### config.mk
export PLATFORM = sky130hd
export DESIGN_NAME = ex_hazard_ctrl_flat
export DESIGN_NICKNAME = d
export VERILOG_FILES = /design/src/rtl/ex_hazard_ctrl_pkg.sv /design/src/rtl/ex_hazard_ctrl_if.sv /design/src/rtl/ex_hazard_ctrl_fwd_unit.sv /design/src/rtl/ex_hazard_ctrl.sv /design/src/flat_wrapper.sv
export SDC_FILE = /design/constraint.sdc
export NUM_CORES = 1
export LEC_CHECK = 0
export ABC_CLOCK_PERIOD_IN_PS = 5300
export CAP_MARGIN = 20
export CORE_AREA = 2 2 96 79
export CTS_CLUSTER_SIZE = 30
export DETAILED_ROUTE_END_ITERATION = 7
export DIE_AREA = 0 0 98 81
export DONT_BUFFER_PORTS = 1
export SYNTH_ARGS = -nofsm -noshare
export SYNTH_HDL_FRONTEND = slang
export SYNTH_SLANG_ARGS = --single-unit
### constraint.sdc
create_clock -name clk -period 5.3 [get_ports clk]
set_input_delay 0.53 -clock clk [delete_from_list [all_inputs] [get_ports clk]]
set_output_delay 0.53 -clock clk [all_outputs]
set_load 0.01 [all_outputs]
### src/rtl/ex_hazard_ctrl_pkg.sv
// Shared encodings for the EX-stage hazard controller:
// forwarding selects, FSM states and the all-idle control bundle.
package ex_hazard_ctrl_pkg;

    localparam logic [1:0] FWD_REG = 2'b00;
    localparam logic [1:0] FWD_EX  = 2'b01;
    localparam logic [1:0] FWD_WB  = 2'b10;

    localparam logic [0:0] IDLE = 1'b0;
    localparam logic [0:0] BUSY = 1'b1;

    typedef struct packed {
        logic stall_pc;
        logic stall_if_id;
        logic flush_if_id;
        logic stall_id_ex;
        logic flush_id_ex;
        logic bubble_ex_mem;
        logic mc_start;
    } hz_t;

    // Pipeline control bundle that neither holds nor clears anything.
    localparam hz_t HZ_NOP = '0;

endpackage

### src/rtl/ex_hazard_ctrl_if.sv
// Pipeline-to-hazard-controller signal bundle.
// master = pipeline side, slave = ex_hazard_ctrl.
interface ex_hazard_ctrl_if #(
    parameter int CNT_W = 16
);
    logic [4:0]       rs1_addr_IF;
    logic [4:0]       rs2_addr_IF;
    logic [4:0]       rs1_addr_ID;
    logic [4:0]       rs2_addr_ID;
    logic [4:0]       reg_wb_addr_ID;
    logic             ctrl_mem_r_ID;
    logic             mc_op_ID;
    logic [4:0]       reg_wb_addr_EX;
    logic             ctrl_reg_write_EX;
    logic [4:0]       reg_wb_addr_MEM;
    logic             ctrl_reg_write_MEM;
    logic             pc_branch_EX;
    logic             pc_jump_EX;
    logic             mc_done;
    logic [1:0]       fwd_a_sel;
    logic [1:0]       fwd_b_sel;
    logic             stall_pc;
    logic             stall_if_id;
    logic             flush_if_id;
    logic             stall_id_ex;
    logic             flush_id_ex;
    logic             bubble_ex_mem;
    logic             mc_start;
    logic             mc_busy;
    logic             mc_err;
    logic [CNT_W-1:0] stall_cnt;
    logic [CNT_W-1:0] flush_cnt;

    modport master (
        output rs1_addr_IF, rs2_addr_IF, rs1_addr_ID, rs2_addr_ID,
        output reg_wb_addr_ID, ctrl_mem_r_ID, mc_op_ID,
        output reg_wb_addr_EX, ctrl_reg_write_EX,
        output reg_wb_addr_MEM, ctrl_reg_write_MEM,
        output pc_branch_EX, pc_jump_EX, mc_done,
        input  fwd_a_sel, fwd_b_sel, stall_pc, stall_if_id,
        input  flush_if_id, stall_id_ex, flush_id_ex, bubble_ex_mem,
        input  mc_start, mc_busy, mc_err, stall_cnt, flush_cnt
    );

    modport slave (
        input  rs1_addr_IF, rs2_addr_IF, rs1_addr_ID, rs2_addr_ID,
        input  reg_wb_addr_ID, ctrl_mem_r_ID, mc_op_ID,
        input  reg_wb_addr_EX, ctrl_reg_write_EX,
        input  reg_wb_addr_MEM, ctrl_reg_write_MEM,
        input  pc_branch_EX, pc_jump_EX, mc_done,
        output fwd_a_sel, fwd_b_sel, stall_pc, stall_if_id,
        output flush_if_id, stall_id_ex, flush_id_ex, bubble_ex_mem,
        output mc_start, mc_busy, mc_err, stall_cnt, flush_cnt
    );

endinterface

### src/rtl/ex_hazard_ctrl_fwd_unit.sv
// Per-operand forwarding compare; the younger EX/MEM result
// wins over MEM/WB, and x0 is never forwarded.
module fwd_unit
    import ex_hazard_ctrl_pkg::*;
(
    input  logic [4:0] rs,
    input  logic [4:0] rd_ex,
    input  logic       we_ex,
    input  logic [4:0] rd_mem,
    input  logic       we_mem,
    output logic [1:0] sel
);

    always_comb begin
        sel = FWD_REG;
        if (rs != 5'd0) begin
            if (we_ex && rd_ex == rs)
                sel = FWD_EX;
            else if (we_mem && rd_mem == rs)
                sel = FWD_WB;
        end
    end

endmodule

### src/rtl/ex_hazard_ctrl.sv
// EX-stage sequencer: forwarding, load-use/redirect hazards,
// multi-cycle unit start/done FSM and perf counters.
module ex_hazard_ctrl
    import ex_hazard_ctrl_pkg::*;
#(
    parameter int CNT_W      = 16,
    parameter int MC_TIMEOUT = 64
) (
    input logic            clk,
    input logic            rst,
    ex_hazard_ctrl_if.slave hz
);

    localparam int TMO_W = (MC_TIMEOUT > 2) ? $clog2(MC_TIMEOUT) : 1;
    localparam logic [TMO_W-1:0] TMO_LAST = TMO_W'(MC_TIMEOUT - 1);

    logic [0:0]       state;
    logic [TMO_W-1:0] tmo;
    logic             err;
    logic [CNT_W-1:0] stall_cnt;
    logic [CNT_W-1:0] flush_cnt;
    logic [1:0]       a_sel;
    logic [1:0]       b_sel;
    logic             redirect;
    logic             load_use;
    logic             redirect_taken;
    hz_t              ctl;

    fwd_unit u_fwd_a (
        .rs     (hz.rs1_addr_ID),
        .rd_ex  (hz.reg_wb_addr_EX),
        .we_ex  (hz.ctrl_reg_write_EX),
        .rd_mem (hz.reg_wb_addr_MEM),
        .we_mem (hz.ctrl_reg_write_MEM),
        .sel    (a_sel)
    );

    fwd_unit u_fwd_b (
        .rs     (hz.rs2_addr_ID),
        .rd_ex  (hz.reg_wb_addr_EX),
        .we_ex  (hz.ctrl_reg_write_EX),
        .rd_mem (hz.reg_wb_addr_MEM),
        .we_mem (hz.ctrl_reg_write_MEM),
        .sel    (b_sel)
    );

    assign redirect = hz.pc_branch_EX | hz.pc_jump_EX;
    assign load_use = hz.ctrl_mem_r_ID
                    && hz.reg_wb_addr_ID != 5'd0
                    && (hz.reg_wb_addr_ID == hz.rs1_addr_IF
                     || hz.reg_wb_addr_ID == hz.rs2_addr_IF);

    always_comb begin
        ctl            = HZ_NOP;
        redirect_taken = 1'b0;
        if (!rst) begin
            unique case (state)
                IDLE: begin
                    if (hz.mc_op_ID) begin
                        ctl.mc_start      = 1'b1;
                        ctl.stall_pc      = 1'b1;
                        ctl.stall_if_id   = 1'b1;
                        ctl.stall_id_ex   = 1'b1;
                        ctl.bubble_ex_mem = 1'b1;
                    end else if (redirect) begin
                        ctl.flush_if_id = 1'b1;
                        ctl.flush_id_ex = 1'b1;
                        redirect_taken  = 1'b1;
                    end else if (load_use) begin
                        ctl.stall_pc    = 1'b1;
                        ctl.stall_if_id = 1'b1;
                        ctl.flush_id_ex = 1'b1;
                    end
                end
                BUSY: begin
                    // Release on done so EX/MEM captures the result.
                    if (!hz.mc_done) begin
                        ctl.stall_pc      = 1'b1;
                        ctl.stall_if_id   = 1'b1;
                        ctl.stall_id_ex   = 1'b1;
                        ctl.bubble_ex_mem = 1'b1;
                    end
                end
                default: ctl = HZ_NOP;
            endcase
        end
    end

    always_ff @(posedge clk or posedge rst) begin
        if (rst) begin
            state     <= IDLE;
            tmo       <= '0;
            err       <= 1'b0;
            stall_cnt <= '0;
            flush_cnt <= '0;
        end else begin
            unique case (state)
                IDLE: begin
                    if (hz.mc_op_ID) begin
                        state <= BUSY;
                        tmo   <= '0;
                    end
                end
                BUSY: begin
                    if (hz.mc_done) begin
                        state <= IDLE;
                    end else if (tmo == TMO_LAST) begin
                        err   <= 1'b1;
                        state <= IDLE;
                    end else begin
                        tmo <= tmo + 1'b1;
                    end
                end
                default: state <= IDLE;
            endcase
            if (ctl.stall_pc && stall_cnt != '1)
                stall_cnt <= stall_cnt + 1'b1;
            if (redirect_taken && flush_cnt != '1)
                flush_cnt <= flush_cnt + 1'b1;
        end
    end

    assign hz.fwd_a_sel     = rst ? FWD_REG : a_sel;
    assign hz.fwd_b_sel     = rst ? FWD_REG : b_sel;
    assign hz.stall_pc      = ctl.stall_pc;
    assign hz.stall_if_id   = ctl.stall_if_id;
    assign hz.flush_if_id   = ctl.flush_if_id;
    assign hz.stall_id_ex   = ctl.stall_id_ex;
    assign hz.flush_id_ex   = ctl.flush_id_ex;
    assign hz.bubble_ex_mem = ctl.bubble_ex_mem;
    assign hz.mc_start      = ctl.mc_start;
    assign hz.mc_busy       = !rst && state == BUSY;
    assign hz.mc_err        = err;
    assign hz.stall_cnt     = stall_cnt;
    assign hz.flush_cnt     = flush_cnt;

endmodule

### src/flat_wrapper.sv
// flat-port wrapper written by rule: the top's interface ports become plain ports
module ex_hazard_ctrl_flat import ex_hazard_ctrl_pkg::*;
#(
    parameter int CNT_W      = 16,
    parameter int MC_TIMEOUT = 64
)
  (clk, rst, hz_rs1_addr_IF, hz_rs2_addr_IF, hz_rs1_addr_ID, hz_rs2_addr_ID, hz_reg_wb_addr_ID, hz_ctrl_mem_r_ID, hz_mc_op_ID, hz_reg_wb_addr_EX, hz_ctrl_reg_write_EX, hz_reg_wb_addr_MEM, hz_ctrl_reg_write_MEM, hz_pc_branch_EX, hz_pc_jump_EX, hz_mc_done, hz_fwd_a_sel, hz_fwd_b_sel, hz_stall_pc, hz_stall_if_id, hz_flush_if_id, hz_stall_id_ex, hz_flush_id_ex, hz_bubble_ex_mem, hz_mc_start, hz_mc_busy, hz_mc_err, hz_stall_cnt, hz_flush_cnt);
  ex_hazard_ctrl_if #(.CNT_W(CNT_W)) hz_i ();
  input logic clk;
  input logic rst;
  input wire logic [$bits(hz_i.rs1_addr_IF)-1:0] hz_rs1_addr_IF;
  input wire logic [$bits(hz_i.rs2_addr_IF)-1:0] hz_rs2_addr_IF;
  input wire logic [$bits(hz_i.rs1_addr_ID)-1:0] hz_rs1_addr_ID;
  input wire logic [$bits(hz_i.rs2_addr_ID)-1:0] hz_rs2_addr_ID;
  input wire logic [$bits(hz_i.reg_wb_addr_ID)-1:0] hz_reg_wb_addr_ID;
  input wire logic [$bits(hz_i.ctrl_mem_r_ID)-1:0] hz_ctrl_mem_r_ID;
  input wire logic [$bits(hz_i.mc_op_ID)-1:0] hz_mc_op_ID;
  input wire logic [$bits(hz_i.reg_wb_addr_EX)-1:0] hz_reg_wb_addr_EX;
  input wire logic [$bits(hz_i.ctrl_reg_write_EX)-1:0] hz_ctrl_reg_write_EX;
  input wire logic [$bits(hz_i.reg_wb_addr_MEM)-1:0] hz_reg_wb_addr_MEM;
  input wire logic [$bits(hz_i.ctrl_reg_write_MEM)-1:0] hz_ctrl_reg_write_MEM;
  input wire logic [$bits(hz_i.pc_branch_EX)-1:0] hz_pc_branch_EX;
  input wire logic [$bits(hz_i.pc_jump_EX)-1:0] hz_pc_jump_EX;
  input wire logic [$bits(hz_i.mc_done)-1:0] hz_mc_done;
  output wire logic [$bits(hz_i.fwd_a_sel)-1:0] hz_fwd_a_sel;
  output wire logic [$bits(hz_i.fwd_b_sel)-1:0] hz_fwd_b_sel;
  output wire logic [$bits(hz_i.stall_pc)-1:0] hz_stall_pc;
  output wire logic [$bits(hz_i.stall_if_id)-1:0] hz_stall_if_id;
  output wire logic [$bits(hz_i.flush_if_id)-1:0] hz_flush_if_id;
  output wire logic [$bits(hz_i.stall_id_ex)-1:0] hz_stall_id_ex;
  output wire logic [$bits(hz_i.flush_id_ex)-1:0] hz_flush_id_ex;
  output wire logic [$bits(hz_i.bubble_ex_mem)-1:0] hz_bubble_ex_mem;
  output wire logic [$bits(hz_i.mc_start)-1:0] hz_mc_start;
  output wire logic [$bits(hz_i.mc_busy)-1:0] hz_mc_busy;
  output wire logic [$bits(hz_i.mc_err)-1:0] hz_mc_err;
  output wire logic [$bits(hz_i.stall_cnt)-1:0] hz_stall_cnt;
  output wire logic [$bits(hz_i.flush_cnt)-1:0] hz_flush_cnt;
  assign hz_i.rs1_addr_IF = hz_rs1_addr_IF;
  assign hz_i.rs2_addr_IF = hz_rs2_addr_IF;
  assign hz_i.rs1_addr_ID = hz_rs1_addr_ID;
  assign hz_i.rs2_addr_ID = hz_rs2_addr_ID;
  assign hz_i.reg_wb_addr_ID = hz_reg_wb_addr_ID;
  assign hz_i.ctrl_mem_r_ID = hz_ctrl_mem_r_ID;
  assign hz_i.mc_op_ID = hz_mc_op_ID;
  assign hz_i.reg_wb_addr_EX = hz_reg_wb_addr_EX;
  assign hz_i.ctrl_reg_write_EX = hz_ctrl_reg_write_EX;
  assign hz_i.reg_wb_addr_MEM = hz_reg_wb_addr_MEM;
  assign hz_i.ctrl_reg_write_MEM = hz_ctrl_reg_write_MEM;
  assign hz_i.pc_branch_EX = hz_pc_branch_EX;
  assign hz_i.pc_jump_EX = hz_pc_jump_EX;
  assign hz_i.mc_done = hz_mc_done;
  assign hz_fwd_a_sel = hz_i.fwd_a_sel;
  assign hz_fwd_b_sel = hz_i.fwd_b_sel;
  assign hz_stall_pc = hz_i.stall_pc;
  assign hz_stall_if_id = hz_i.stall_if_id;
  assign hz_flush_if_id = hz_i.flush_if_id;
  assign hz_stall_id_ex = hz_i.stall_id_ex;
  assign hz_flush_id_ex = hz_i.flush_id_ex;
  assign hz_bubble_ex_mem = hz_i.bubble_ex_mem;
  assign hz_mc_start = hz_i.mc_start;
  assign hz_mc_busy = hz_i.mc_busy;
  assign hz_mc_err = hz_i.mc_err;
  assign hz_stall_cnt = hz_i.stall_cnt;
  assign hz_flush_cnt = hz_i.flush_cnt;
  ex_hazard_ctrl #(.CNT_W(CNT_W), .MC_TIMEOUT(MC_TIMEOUT)) u_core (.clk(clk), .rst(rst), .hz(hz_i));
endmodule
==> summary.txt, run 1 <==
Synth
  – Area leader, netlist: dfrtp_1
  – Synthesized cell area: around 2400 sq um
  – Synth warn: 0
  – Most frequent cell after synthesis: dfrtp_1
  – Seq cells post-synth: 40
  – Syn avg cell area: 9.91 sq um
  – Synth Flop Type: dfrtp_1
  – Post-Synthesis Cells: 240
  – Area contributors post-synth: dfrtp_1 42%, xnor2_1 13%, xor2_1 9.9%, nand3_1 4.0%, nand2_1 3.6%
  – Synth cell count leaders: 40 x dfrtp_1, 34 x xnor2_1, 27 x xor2_1
  – Distinct cells, synth: 35
  – Synth top area share: 42.1%
  – Post-synthesis sequential area ratio: between 40% and 50%
  – Post-synth EDFFs: 0
  – Async S/R FF share, synth: between 90% and 100%
  – Syn nets: 287

Critical path
  – Startpoint types: input pin
  – Worst Path Arrival: 2.07 ns
  – CP Cell Sequence: inv_1 > buf_4 > nand2_1 > nor2_1 > a31oi_4 > inv_1
  – Worst-path fanout max: between 40 and 50
  – FF-to-FF Start: u_core.hz.stall_cnt[2]$_DFFE_PP0P_
  – Crit path capture type: primary output
  – CP max-delay cell: nor2_1
  – Setup slack, reg-to-reg: about 2.8 ns
  – Setup CP Type: input pin to primary output
  – Reg2reg path depth: 6
  – Critical Path RT: 4.77 ns
  – CP max stage delay: 0.51 ns
  – CP most frequent cell: inv_1
  – Worst reg2reg path endpoint: u_core.hz.stall_cnt[1]$_DFFE_PP0P_

STA
  – Min Tclk post-route: 2.60 ns
  – Max Clock Freq: around 380 MHz
  – Final-report max-slew violation count: 0
  – Clock Skews: 0.00827 ns
  – Slew HR: 39.2%
  – Worst-Margin Slew: 0.889 ns
  – Crit share post-route: between 40% and 50%
  – RSZ-0062 raised after global routing: no
  – Final setup fails: 0
  – Final Hold Vio Count: 0
  – Setup TNS: 0 ns

Power and ir drop
  – LEAKAGE: about 1.1 nW
  – Maximum vdd drop: 105 uV
  – Power Density: 318 nW/um^2
  – Tot Pwr: 815 uW

Global routing
  – M2 GR Usage: 20.1%
  – Antenna violations before repair: 0
  – Pin count of the biggest net entering global routing: 42
  – Gr busiest metal: met2
  – Gr ovfl total: 0
  – Total GRT Usage: 13.1%
  – GR Util met1: 16.4%
  – Met3 Use GR: 5.08%
  – Vias in the first global route: 1,707
  – Global-route wire length before repair: 8310 um

Clock tree
  – CTS HTree Levels: 2
  – Post-CTS setup buffers: 0
  – CTS tree: done
  – Root buffer cell: clkbuf_8
  – Total CTS buffers: 5
  – Clock Sinks: 40
  – Hold-fix buffers, CTS: 0
  – Clk_lat worst skew: ~0.29 ns
  – Buffer depth of the longest clock path: 2
  – Clock slew seen by the registers of the worst setup and hold paths: 0.08 ns
  – CTS resizes: 0

Job
  – Max-cap viol count: 0

Cells and area
  – Syn-to-layout area delta: 7.68%
  – Share of cells above drive strength 1: under 10%
  – Antenna Cells: 0
  – Post-layout nets: 291

Drt
  – Routed Antenna Nets: 0
  – Total number of vias: 1,756
  – Iter 0 DRT Violations: 66
  – Via density: around 5.2
  – Detailed Routing Iterations Pass 1: 5
  – Final WL: 5240 um
  – DR WL/cell: 15.6 um
  – DRC: 0

Die
  – Initial Utilization: 33.4%
  – DIE WIDTH: 98 um
  – I/O pin cnt: 89
  – Core area: 7110 sq um
  – Die ar.: 7940 sq um
  – Row cnt: 28
  – Die Ht: a little over 80 um

Placement
  – # port buffers: 0
  – DP HPWL: 3960 um
  – GPL Wtd Cong: 0.847

Hold path
  – Min-delay worst type: input pin to async pin

Outcome
  – Status: complete, no violations
## worst max-delay path by stage
stage / startpoint / end / slack (ns) / cells after the start
floorplan: rst / hz_stall_pc / 2.39 / 7
CTS: rst / hz_stall_pc / 2.63 / 6
global placement: rst / hz_stall_pc / 2.66 / 6
finish: rst / hz_stall_if_id / 2.70 / 6
global route: rst / hz_stall_pc / 2.50 / 6
detailed placement: rst / hz_stall_pc / 2.62 / 6
## cells by family (layout without fill, tap and decap cells)
kind of cell | Yosys count | count (layout) | synth area share, %
simple gates | 111 | 111 | 25.3
flops | 40 | 40 | 42.1
buf+inv | 7 | 12 | 1.79
mux | 4 | 4 | 2.05
xor+xnor | 61 | 61 | 22.5
fa+ha+maj | 3 | 3 | 1.58
compound gates | 14 | 14 | 4.79
## state kept, by name, indices dropped and copies added, names as in the netlist
name	flops
u_core.hz.stall_cnt	16
u_core.hz.flush_cnt	16
u_core.tmo	6
u_core.state	1
u_core.hz.mc_err	1
## per-stage QoR
step | hold WS [ns] | area, sq um | std cells | worst slack [ns] | utilization (%)
finish | 0.256 | 2560 | 335 | 2.70 | 36.0
global route | 0.294 | 2560 | 335 | 2.50 | 36.0
CTS | 0.268 | 2560 | 335 | 2.63 | 36.0
detailed placement | 0.535 | 2470 | 327 | 2.62 | 34.7
global placement | 0.515 | 2470 | 327 | 2.66 | 34.7
floorplan | 0.488 | 2380 | 240 | 2.39 | -
## layout make-up
type                       instances  area [sq um]
clock buffer                       7          86.3
inverter                           3          11.3
timing repair buffer               1          7.51
sequential                        40          1000
fill                             721          4550
tap                               90           113
multi-input combinational        193          1340
clock inverter                     1          7.51
## layer usage
metal	vias up	share of wire [%]
li1	850	-
met1	856	45
met2	43	47
met3	7	6.0
met4	0	1.2
met5	-	0
## placed cells by master, fill, tap and decap left out, types with 2 or more instances in the layout
cell type,synthesis,layout
or4_1,4,4
ha_1,3,3
dfrtp_1,40,40
clkbuf_8,0,6
mux2_2,3,3
nand2b_1,4,4
a31oi_1,3,3
and4_1,8,8
nor2_1,14,14
nand4_1,9,9
inv_1,3,3
xnor2_1,34,34
and3_1,4,4
nor4b_1,2,2
nand3_1,19,19
nor4_1,7,7
nor3_1,10,10
a21oi_1,2,2
xor2_1,27,27
nor2b_1,3,3
nand2_1,23,23
o21ai_0,3,3
## worst max-delay path: cells and delay by family
family                 cells  cell delay [ns]
buffers and inverters      3             0.70
AO/OA/AOI/OAI              1             0.19
AND/OR/NAND/NOR            2             0.64
## power breakdown
part	switching [mW]	total (mW)	internal, mW
sequential	0.102	0.458	0.355
combinational	0.0717	0.144	0.0727
clock	0.107	0.213	0.106
No activity file was read; power rests on OpenSTA's default activity.
==> run 2, diff against run 1 <==
ABC_CLOCK_PERIOD_IN_PS = 2400   (was 5300)
clock period = 2.4 ns   (was 5.3 ns; I/O delays follow)
==> run 2 against run 1 <==
  * Combinational power increased to 2.6 times the previous value
  * Wire length is 2.2% lower
  * Register-to-register slack lost 2.4 ns
  * Sequential share of layout area is 0.93 points lower
  * Clock skew decreased by 0.00076 ns
  * Setup slack got worse by 2.4 ns
  * The run now ends with negative hold slack left
  * Hold slack got worse by 0.26 ns
  * Critical endpoint is now u_core.hz.flush_cnt[10]$_DFFE_PP0P_
  * Die area unchanged
  * Count of clock-buffer cells in the layout is 2 lower
  * Final area is 2.4% higher
  * Cell count rose by 1.8%
==> summary.txt, run 2 (same netlist as run 1, synthesis figures left out) <==
Power and ir drop
  – Pint: 1.28 mW (+140%)
  – LEAKAGE: 1.10 nW (+3.8%)
  – Share of total power in sequential cells: 51.4% (-4.8 points)
  – Clk pwr share: 28.7% (+2.6 points)
  – Sw Share: 32.7% (-1.8 points)
  – Maximum vdd drop: 344 uV (+230%)
  – Combinational power share: 19.9% (+2.2 points)
  – Power Density: 723 nW/um^2 (+130%)
  – Net switching power: 619 uW (+120%)

Clock tree
  – Clock Sinks: 40 (unchanged)
  – CTS tree: done
  – Total CTS buffers: 5 (unchanged)
  – Hold-fix buffers, CTS: 0 (unchanged)
  – CTS HTree Levels: 2 (unchanged)
  – Root buffer cell: clkbuf_8
  – Clock slew seen by the registers of the worst setup and hold paths: 0.08 ns (about the same)
  – CTS resizes: 0 (unchanged)
  – Buffer depth of the longest clock path: 2 (unchanged)
  – Post-CTS setup buffers: 0 (unchanged)
  – Clk_lat worst skew: 0.28 ns (about the same)

STA
  – Min Tclk post-route: 2.05 ns
  – Final setup margin: 0.351 ns (-2.35 ns)
  – Final Hold Vio Count: 12 (+12)
  – Setup TNS: 0 ns (unchanged)
  – Final-report max-slew violation count: 0 (unchanged)
  – Max Clock Freq: 488 MHz
  – Worst-Margin Slew: 0.523 ns (-0.366 ns)
  – Crit share post-route: 85.4%
  – RSZ-0062 raised after global routing: no
  – Clock Skews: 0.00751 ns (-0.000761 ns)
  – Final setup fails: 0 (unchanged)
  – Slew HR: 65.1% (+26 points)
  – Worst hold slack: -0.00722 ns (-0.263 ns)

Drt
  – Via density: 5.18 (-1.2%)
  – Total number of vias: 1,766 (+0.57%)
  – Iter 0 DRT Violations: 48 (-27%)
  – DR WL/cell: 15.0 um (-4.0%)
  – Routed Antenna Nets: 0 (unchanged)
  – Final WL: 5120 um (-2.2%)
  – Detailed Routing Iterations Pass 1: 4 (-1)
  – DRC: 0 (unchanged)

Global routing
  – Vias in the first global route: 1,711 (+0.23%)
  – Pin count of the biggest net entering global routing: 41 (-2.4%)
  – Gr ovfl total: 0 (unchanged)
  – Antenna violations before repair: 0 (unchanged)
  – Global-route wire length before repair: 8410 um (+1.2%)
  – Total GRT Usage: 12.8% (-0.25 points)

Outcome
  – Status: complete, but fails checks
  – Failing checks: negative hold slack

Job
  – Max-cap viol count: 0 (unchanged)

Cells and area
  – Commonest non-fill, non-tap cells in the layout: 40 x dfrtp_1, 34 x xnor2_1, 27 x xor2_1, 23 x nand2_1, 19 x nand3_1
  – Post-layout nets: 297 (+2.1%)
  – Syn-to-layout area delta: 10.3%
  – Antenna Cells: 0 (unchanged)
  – Filler cell count: 717 (-0.55%)
  – Share of cells above drive strength 1: 9.16% (+2.6 points)
  – Commonest non-fill, non-tap cell in the layout: dfrtp_1
  – Biggest regs: u_core.hz.flush_cnt: 16 flops, u_core.hz.stall_cnt: 16 flops, u_core.tmo: 6 flops

Critical path
  – Critical Path RT: 2.57 ns (-2.20 ns)
  – Stages on worst setup path: 6 (unchanged)
  – Worst Setup SP: u_core.state$_DFF_PP0_
  – CP Cell Sequence: or4_1 > inv_1 > nand3_1 > a21oi_1 > nand3_1 > xnor2_1
  – CP max-delay cell: or4_1
  – Setup CP Type: flip-flop to flip-flop
  – Worst Path Arrival: 2.22 ns (+0.15 ns)
  – Worst-path fanout max: 8 (-80%)
  – Worst path bufs/invs: 1 (-2)
  – Crit path capture type: flip-flop
  – Cell family with most CP delay: simple AND/OR/NAND/NOR gates
  – FF-to-FF Start: u_core.state$_DFF_PP0_
  – CP max stage delay: 0.57 ns (+0.06 ns)
  – Worst reg2reg path endpoint: u_core.hz.flush_cnt[10]$_DFFE_PP0P_
  – CP Capture Point: u_core.hz.flush_cnt[10]$_DFFE_PP0P_
  – Setup slack, reg-to-reg: 0.35 ns (-2.45 ns)
  – Startpoint types: flip-flop
  – CP most frequent cell: nand3_1
  – Reg2reg path depth: 6 (unchanged)

Die
  – I/O pin cnt: 89 (unchanged)
  – DIE WIDTH: 98 um (unchanged)
  – Die Ht: 81 um (unchanged)
  – Die ar.: 7940 sq um (unchanged)
  – Initial Utilization: 33.4% (unchanged)
  – Core area: 7110 sq um (unchanged)
  – Row cnt: 28 (unchanged)

Hold path
  – Min-delay worst type: input pin to async pin

Placement
  – # port buffers: 0 (unchanged)
  – Placement Setup Slack: 0.360 ns (-2.26 ns)
  – GPL Wtd Cong: 0.813 (-4.0%)
  – DP HPWL: 3860 um (-2.5%)
-- run 2: layout make-up --
type	count	area (sq um)	area share, %
multi-input combinational	193	1340	50.9
clock buffer	5	68.8	2.62
clock inverter	3	42.5	1.62
timing repair buffer	7	52.6	2.00
sequential	40	1000	38.1
tap	90	113	4.29
inverter	3	11.3	0.429
-- run 2: power groups by stage --
stage          Combinational [mW]  Clock, mW  Sequential (mW)
2_1_floorplan               0.277          0            0.970
3_3_place_gp                0.377          0            0.984
3_5_place_dp                0.380          0            0.989
4_1_cts                     0.385      0.567            0.977
5_1_grt                     0.436      0.595             1.00
6_report                    0.377      0.544            0.975
-- run 2: how the worst min path moves through the flow --
| stage | start | endpoint | slack (ns) |
|---|---|---|---|
| floorplan | hz_mc_op_ID | u_core.state$_DFF_PP0_ | 0.41 |
| global placement | rst | u_core.state$_DFF_PP0_ | 0.32 |
| detailed placement | rst | u_core.state$_DFF_PP0_ | 0.33 |
| CTS | rst | u_core.hz.stall_cnt[12]$_DFFE_PP0P_ | 0.01 |
| global route | rst | u_core.hz.stall_cnt[6]$_DFFE_PP0P_ | 0.05 |
| finish | rst | u_core.hz.stall_cnt[14]$_DFFE_PP0P_ | -0.007 |
-- run 2: worst reg2reg max path: stages, from the launching register on --
cell	delay [ns]
dfrtp_1	0.45
or4_1	0.57
inv_1	0.17
nand3_1	0.09
a21oi_1	0.35
nand3_1	0.15
xnor2_1	0.15
-- run 2: metal layers --
layer	track usage [%]	wire length (um)	up-vias
met1	16.1	2280	847
met5	0	0	-
met4	2.50	11	0
met3	5.85	402	2
li1	-	-	868
met2	20.6	2430	49
-- run 2: stage by stage --
step | cell area, sq um | utilization, % | cells | power, mW
after detailed placement | 2510 | 35.3 | 333 | 1.37
after global placement | 2510 | 35.3 | 333 | 1.36
after CTS | 2620 | 36.9 | 341 | 1.93
after floorplan | 2380 | - | 240 | 1.25
final | 2620 | 36.9 | 341 | 1.90
after global routing | 2620 | 36.9 | 341 | 2.03
